**src/rtl/pc_next_select.sv**
```systemverilog
// Fetch-stage program counter: picks the next PC among increment, branch, jump and
// exception sources, and parks one redirect that arrives while fetch is stalled.
module pc_next_select #(
   parameter int unsigned PC_W     = 12,
   parameter int unsigned INC      = 4,
   parameter int unsigned RESET_PC = 0,
   parameter int unsigned EXC_VEC  = 32'h0000_0080
) (
   input  logic            clk,
   input  logic            rst_n,
   input  logic            fetch_ready,
   input  logic            br_cond,
   input  logic [PC_W-1:0] br_target,
   input  logic            jmp_en,
   input  logic [PC_W-1:0] jmp_target,
   input  logic            exc_req,
   output logic [PC_W-1:0] pc,
   output logic            pc_valid,
   output logic [1:0]      pc_src,
   output logic            redirect_pending
);

   localparam logic [PC_W-1:0] INC_PC   = PC_W'(INC);
   localparam logic [PC_W-1:0] RST_PC   = PC_W'(RESET_PC);
   localparam logic [PC_W-1:0] EXC_PC   = PC_W'(EXC_VEC);

   localparam logic [1:0] SRC_SEQ = 2'd0;
   localparam logic [1:0] SRC_BR  = 2'd1;
   localparam logic [1:0] SRC_JMP = 2'd2;
   localparam logic [1:0] SRC_EXC = 2'd3;

   typedef enum logic [0:0] {
      ST_INIT = 1'b0,
      ST_RUN  = 1'b1
   } state_t;

   state_t          state_r, state_s;
   logic [PC_W-1:0] pc_r, pc_s;
   logic [1:0]      src_r, src_s;
   logic            valid_r, valid_s;
   logic            pend_r, pend_s;
   logic [PC_W-1:0] pend_tgt_r, pend_tgt_s;
   logic [1:0]      pend_src_r, pend_src_s;

   logic            redir_s;
   logic [PC_W-1:0] redir_tgt_s;
   logic [1:0]      redir_src_s;

   // Redirect arbitration: exception beats jump beats branch.
   always_comb begin
      redir_s     = 1'b0;
      redir_tgt_s = '0;
      redir_src_s = SRC_SEQ;
      if (exc_req) begin
         redir_s     = 1'b1;
         redir_tgt_s = EXC_PC;
         redir_src_s = SRC_EXC;
      end else if (jmp_en) begin
         redir_s     = 1'b1;
         redir_tgt_s = jmp_target;
         redir_src_s = SRC_JMP;
      end else if (br_cond) begin
         redir_s     = 1'b1;
         redir_tgt_s = br_target;
         redir_src_s = SRC_BR;
      end else begin
         redir_s     = 1'b0;
      end
   end

   // Next-state and next-PC selection.
   always_comb begin
      state_s    = state_r;
      pc_s       = pc_r;
      src_s      = src_r;
      valid_s    = valid_r;
      pend_s     = pend_r;
      pend_tgt_s = pend_tgt_r;
      pend_src_s = pend_src_r;
      case (state_r)
         ST_INIT: begin
            // Redirects are ignored until the PC is declared valid.
            state_s = ST_RUN;
            valid_s = 1'b1;
         end
         ST_RUN: begin
            if (fetch_ready) begin
               if (redir_s) begin
                  pc_s  = redir_tgt_s;
                  src_s = redir_src_s;
               end else if (pend_r) begin
                  pc_s  = pend_tgt_r;
                  src_s = pend_src_r;
               end else begin
                  pc_s  = pc_r + INC_PC;
                  src_s = SRC_SEQ;
               end
               pend_s = 1'b0;
            end else if (redir_s) begin
               // Newest stalled redirect replaces any older one, whatever its class.
               pend_s     = 1'b1;
               pend_tgt_s = redir_tgt_s;
               pend_src_s = redir_src_s;
            end else begin
               pend_s = pend_r;
            end
         end
         default: begin
            state_s = ST_INIT;
            valid_s = 1'b0;
         end
      endcase
   end

   // State and output registers.
   always_ff @(posedge clk or negedge rst_n) begin
      if (!rst_n) begin
         state_r    <= ST_INIT;
         pc_r       <= RST_PC;
         src_r      <= SRC_EXC;
         valid_r    <= 1'b0;
         pend_r     <= 1'b0;
         pend_tgt_r <= '0;
         pend_src_r <= SRC_SEQ;
      end else begin
         state_r    <= state_s;
         pc_r       <= pc_s;
         src_r      <= src_s;
         valid_r    <= valid_s;
         pend_r     <= pend_s;
         pend_tgt_r <= pend_tgt_s;
         pend_src_r <= pend_src_s;
      end
   end

   assign pc               = pc_r;
   assign pc_src           = src_r;
   assign pc_valid         = valid_r;
   assign redirect_pending = pend_r;

endmodule

```
**config.mk**
```make
export PLATFORM = sky130hd
export DESIGN_NAME = pc_next_select
export DESIGN_NICKNAME = d
export VERILOG_FILES = /design/src/rtl/pc_next_select.sv
export SDC_FILE = /design/constraint.sdc
export NUM_CORES = 1
export LEC_CHECK = 0
export ABC_AREA = 1
export BUFFER_PORTS_ARGS = -buffer_cell sky130_fd_sc_hd__buf_2
export CAP_MARGIN = 10
export CELL_PAD_IN_SITES_DETAIL_PLACEMENT = 1
export CELL_PAD_IN_SITES_GLOBAL_PLACEMENT = 1
export CORE_AREA = 2 2 74 76
export CTS_BUF_LIST = sky130_fd_sc_hd__clkbuf_2
export CTS_CLUSTER_DIAMETER = 150
export DETAILED_ROUTE_END_ITERATION = 6
export DIE_AREA = 0 0 76 78
export PLACE_DENSITY_LB_ADDON = 0.08
export SYNTH_ARGS = -nofsm -noshare
export SYNTH_HDL_FRONTEND = slang
export SYNTH_SLANG_ARGS = --single-unit
```
**constraint.sdc**
```tcl
create_clock -name clk -period 1.3 [get_ports clk]
set_input_delay 0.13 -clock clk [delete_from_list [all_inputs] [get_ports clk]]
set_output_delay 0.13 -clock clk [all_outputs]
set_load 0.03 [all_outputs]
```
==> reports/qor.csv <==
metric;value;unit
synth top area cells;dfrtp_1, nand2_1, a21oi_1;
Peak Freq;781;MHz
CTS tree;yes;
htree depth;2;
cts bufs inserted;5;
largest net degree at the start of global routing;26;
crit share post-route;98.5;%
Detailed Place HPWL;3.90;mm
count of cell types in the netlist;27;
Top delay family on crit path;flip-flops;
Final setup viols;0;
I/O Pins;46;
worst vdd ir;0.481;mV
Yosys Warn Count;0;
clk sink count;31;
grt peak-use layer;met2;
slowest stage cell, crit path;dfrtp_2;
Hold Crit Class;primary input to flop;
ANT nets after route;0;
Ant. Diodes;0;
DRC;0;
slew margin rel.;60.7;%
Placement Setup Slack;0.0211;ns
Mapped Avg Cell Area;7.22;sq um
Clk Latency, worst-skew pair;0.39;ns
Mapped Area;1710;sq um
Area after DPL;2140;sq um
GRT Resource Usage Total;19.1;%
Die X;76;um
Nets;339;
clock slew at reported path FFs;0.17;ns
DR WL/cell;13.8;um
Pleak;1.17;nW
kind of critical path;flop to output pin;
met2 usage;30.4;%
Core Rows;26;
fin worst setup slack;0.0194;ns
crit path buf inv count;2;
DRT Wirelength;5.25;mm
Worst Path Arrival;1.15;ns
Root Driver;clkbuf_2;
cell mode on critical path;buf_6;
Die Footprint;5930;sq um
M1 GR Usage;25.8;%
#FFs+latches synth;31;
Tightest Pin Transition;0.589;ns
share of cells above drive strength 1;35.3;%
slowest stage delay, CP;0.49;ns
Non-Filler Instances;379;
max-slew violation count;0;
GPL Wtd Cong;0.837;
RSZ-0062 raised after global routing;true;
CP Max Fanout;4;
Post-Synthesis Cells;237;
Final Hold Viols;0;
dominant cell type by area after synthesis;dfrtp_1;
Iteration-0 DRC Markers;55;
initial core utilization;33.9;%
Die Height;78;um
Fin Setup TNS;0;ns
CORE AREA;5040;sq um
deepest clock path buffer count;2;
Vias/cell;4.84;
outcome;finished, final reports clean;
GR Util met3;4.19;%
final instance area;2380;sq um
Final Skew;0.0157;ns
CP startpoint kind;flop;
share of the synthesized area in the top cell type;42.4;%
sequential-to-total area share from yosys stat;45.5;%
total congestion overflow;0;
Area Overhead vs Synth;39.1;%
max-cap violations;0;
P per Cell Area;1060;nW/um^2
routed vias;1834;
initial antenna violation count;0;
Worst Path Required;1.17;ns
syn_nets;268;
vias in the first global route;1822;
post-layout minimum cycle time;1.28;ns
drt pass-1 iters;4;
placed cell count;362;
crit end category;output pin;
critical-path cell list;buf_6 -> buf_6;
global-route wire length before repair;8.91;mm
I/O Buffers;45;
worst paths after layout:
| kind | cells after the start | to | slack, ns | startpoint |
|---|---|---|---|---|
| max | 2 | pc[2] | 0.02 | pc[2]$_DFFE_PN0P_ |
| min | 4 | pc_src[1]$_DFFE_PN1P_ | 0.02 | br_cond |
| max reg2reg | 8 | pc[9]$_DFFE_PN0P_ | 0.05 | pc[3]$_DFFE_PN0P_ |
| min reg2reg | 2 | pc_valid$_DFFE_PN0N_ | 0.47 | pc_valid$_DFFE_PN0N_ |
| max in group asynchronous | 3 | pend_tgt_r[11]$_DFFE_PN0P_ | 0.54 | rst_n |
| min in group asynchronous | 2 | pc[10]$_DFFE_PN0P_ | 0.24 | rst_n |
worst register-to-register path, delay by kind of cell (launching register included):
| family | cells | cell delay, ns |
|---|---|---|
| buffers and inverters | 1 | 0.14 |
| flip-flops | 1 | 0.47 |
| AND/OR/NAND/NOR | 7 | 0.53 |
where the power goes:
part | switching, mW | internal (mW)
registers | 0.0980 | 1.09
clock network | 0.354 | 0.137
logic | 0.482 | 0.358
total | 0.934 | 1.59
final cells by class:
| class | instances | area, sq um |
|---|---|---|
| timing repair buffer | 73 | 508 |
| multi-input combinational | 181 | 893 |
| inverter | 16 | 63.8 |
| clock inverter | 2 | 12.5 |
| clock buffer | 6 | 30.0 |
| fill | 651 | 2660 |
| sequential | 31 | 786 |
| tap | 70 | 87.6 |
repair_timing:
item / in CTS / in global routing
pin swaps: 0 / 9
endpoints found under the hold margin: 21 / 0
endpoints found under the setup margin: 6 / 17
resized for setup: 7 / 32
hold buffers: 1 / 0
buffers inserted: 2 / 6
synth_stat cells:
cell type / instances
nor2_4: 1
dfrtp_1: 29
buf_6: 1
nand2_1: 88
a31oi_1: 3
dfstp_2: 2
conb_1: 1
o21a_1: 1
inv_1: 12
a21oi_1: 23
o21ai_1: 13
nor2_1: 17
o21ai_0: 2
nor2_2: 2
nand2_2: 2
buf_4: 1
ha_1: 1
buf_2: 3
a22o_1: 3
a41oi_1: 1
nand3_1: 17
nand4_1: 3
o21bai_1: 2
clkinv_1: 2
clkbuf_1: 4
nand3b_1: 1
inv_2: 2
cell usage in the layout (no fill, tap or decap), drive strengths merged:
cell         synthesis  routed
inv                 14      14
nand4                3       3
a21oi               23      23
clkinvlp             0       2
dlygate4sd3          0       1
clkinv               2       2
o21ai               15      15
conb                 1       1
nand3               17      17
a31oi                3       3
dfrtp               29      29
nor2                20      20
o21a                 1       1
a41oi                1       1
clkbuf               4       6
nand3b               1       1
o21bai               2       2
nand2               90      90
a22o                 3       3
ha                   1       1
buf                  5      72
dfstp                2       2
sequential cells by signal, indices dropped and copies added (netlist names):
name and cells:
pend_tgt_r 12, pc 12, pend_src_r 2, state_r 1
redirect_pending 1, pc_valid 1, pc_src 2
logic make-up (layout without fill, tap and decap cells):
logic type | Yosys count | after routing | share of synthesized area (%)
adder cells (fa/ha/maj) | 1 | 1 | 0.731
other | 1 | 1 | 0.219
flip-flops | 31 | 31 | 45.5
AO/OA/AOI/OAI | 48 | 48 | 15.6
AND/OR/NAND/NOR | 131 | 131 | 31.7
buffers and inverters | 25 | 97 | 6.36
metrics by stage:
step / hold slack [ns] / util (%) / power (mW)
2_1_floorplan: -0.166 / - / 1.61
3_3_place_gp: 0.175 / 42.5 / 1.89
3_5_place_dp: 0.173 / 42.5 / 1.91
4_1_cts: 0.0101 / 44.2 / 2.44
5_1_grt: 0.00770 / 47.2 / 2.71
6_report: 0.0162 / 47.2 / 2.52
routing by layer:
layer	up-vias	wire length, um
met5	-	0
met4	0	67
met3	6	170
met2	38	2520
met1	873	2490
li1	917	-
Power figures use the tool's default switching activity.
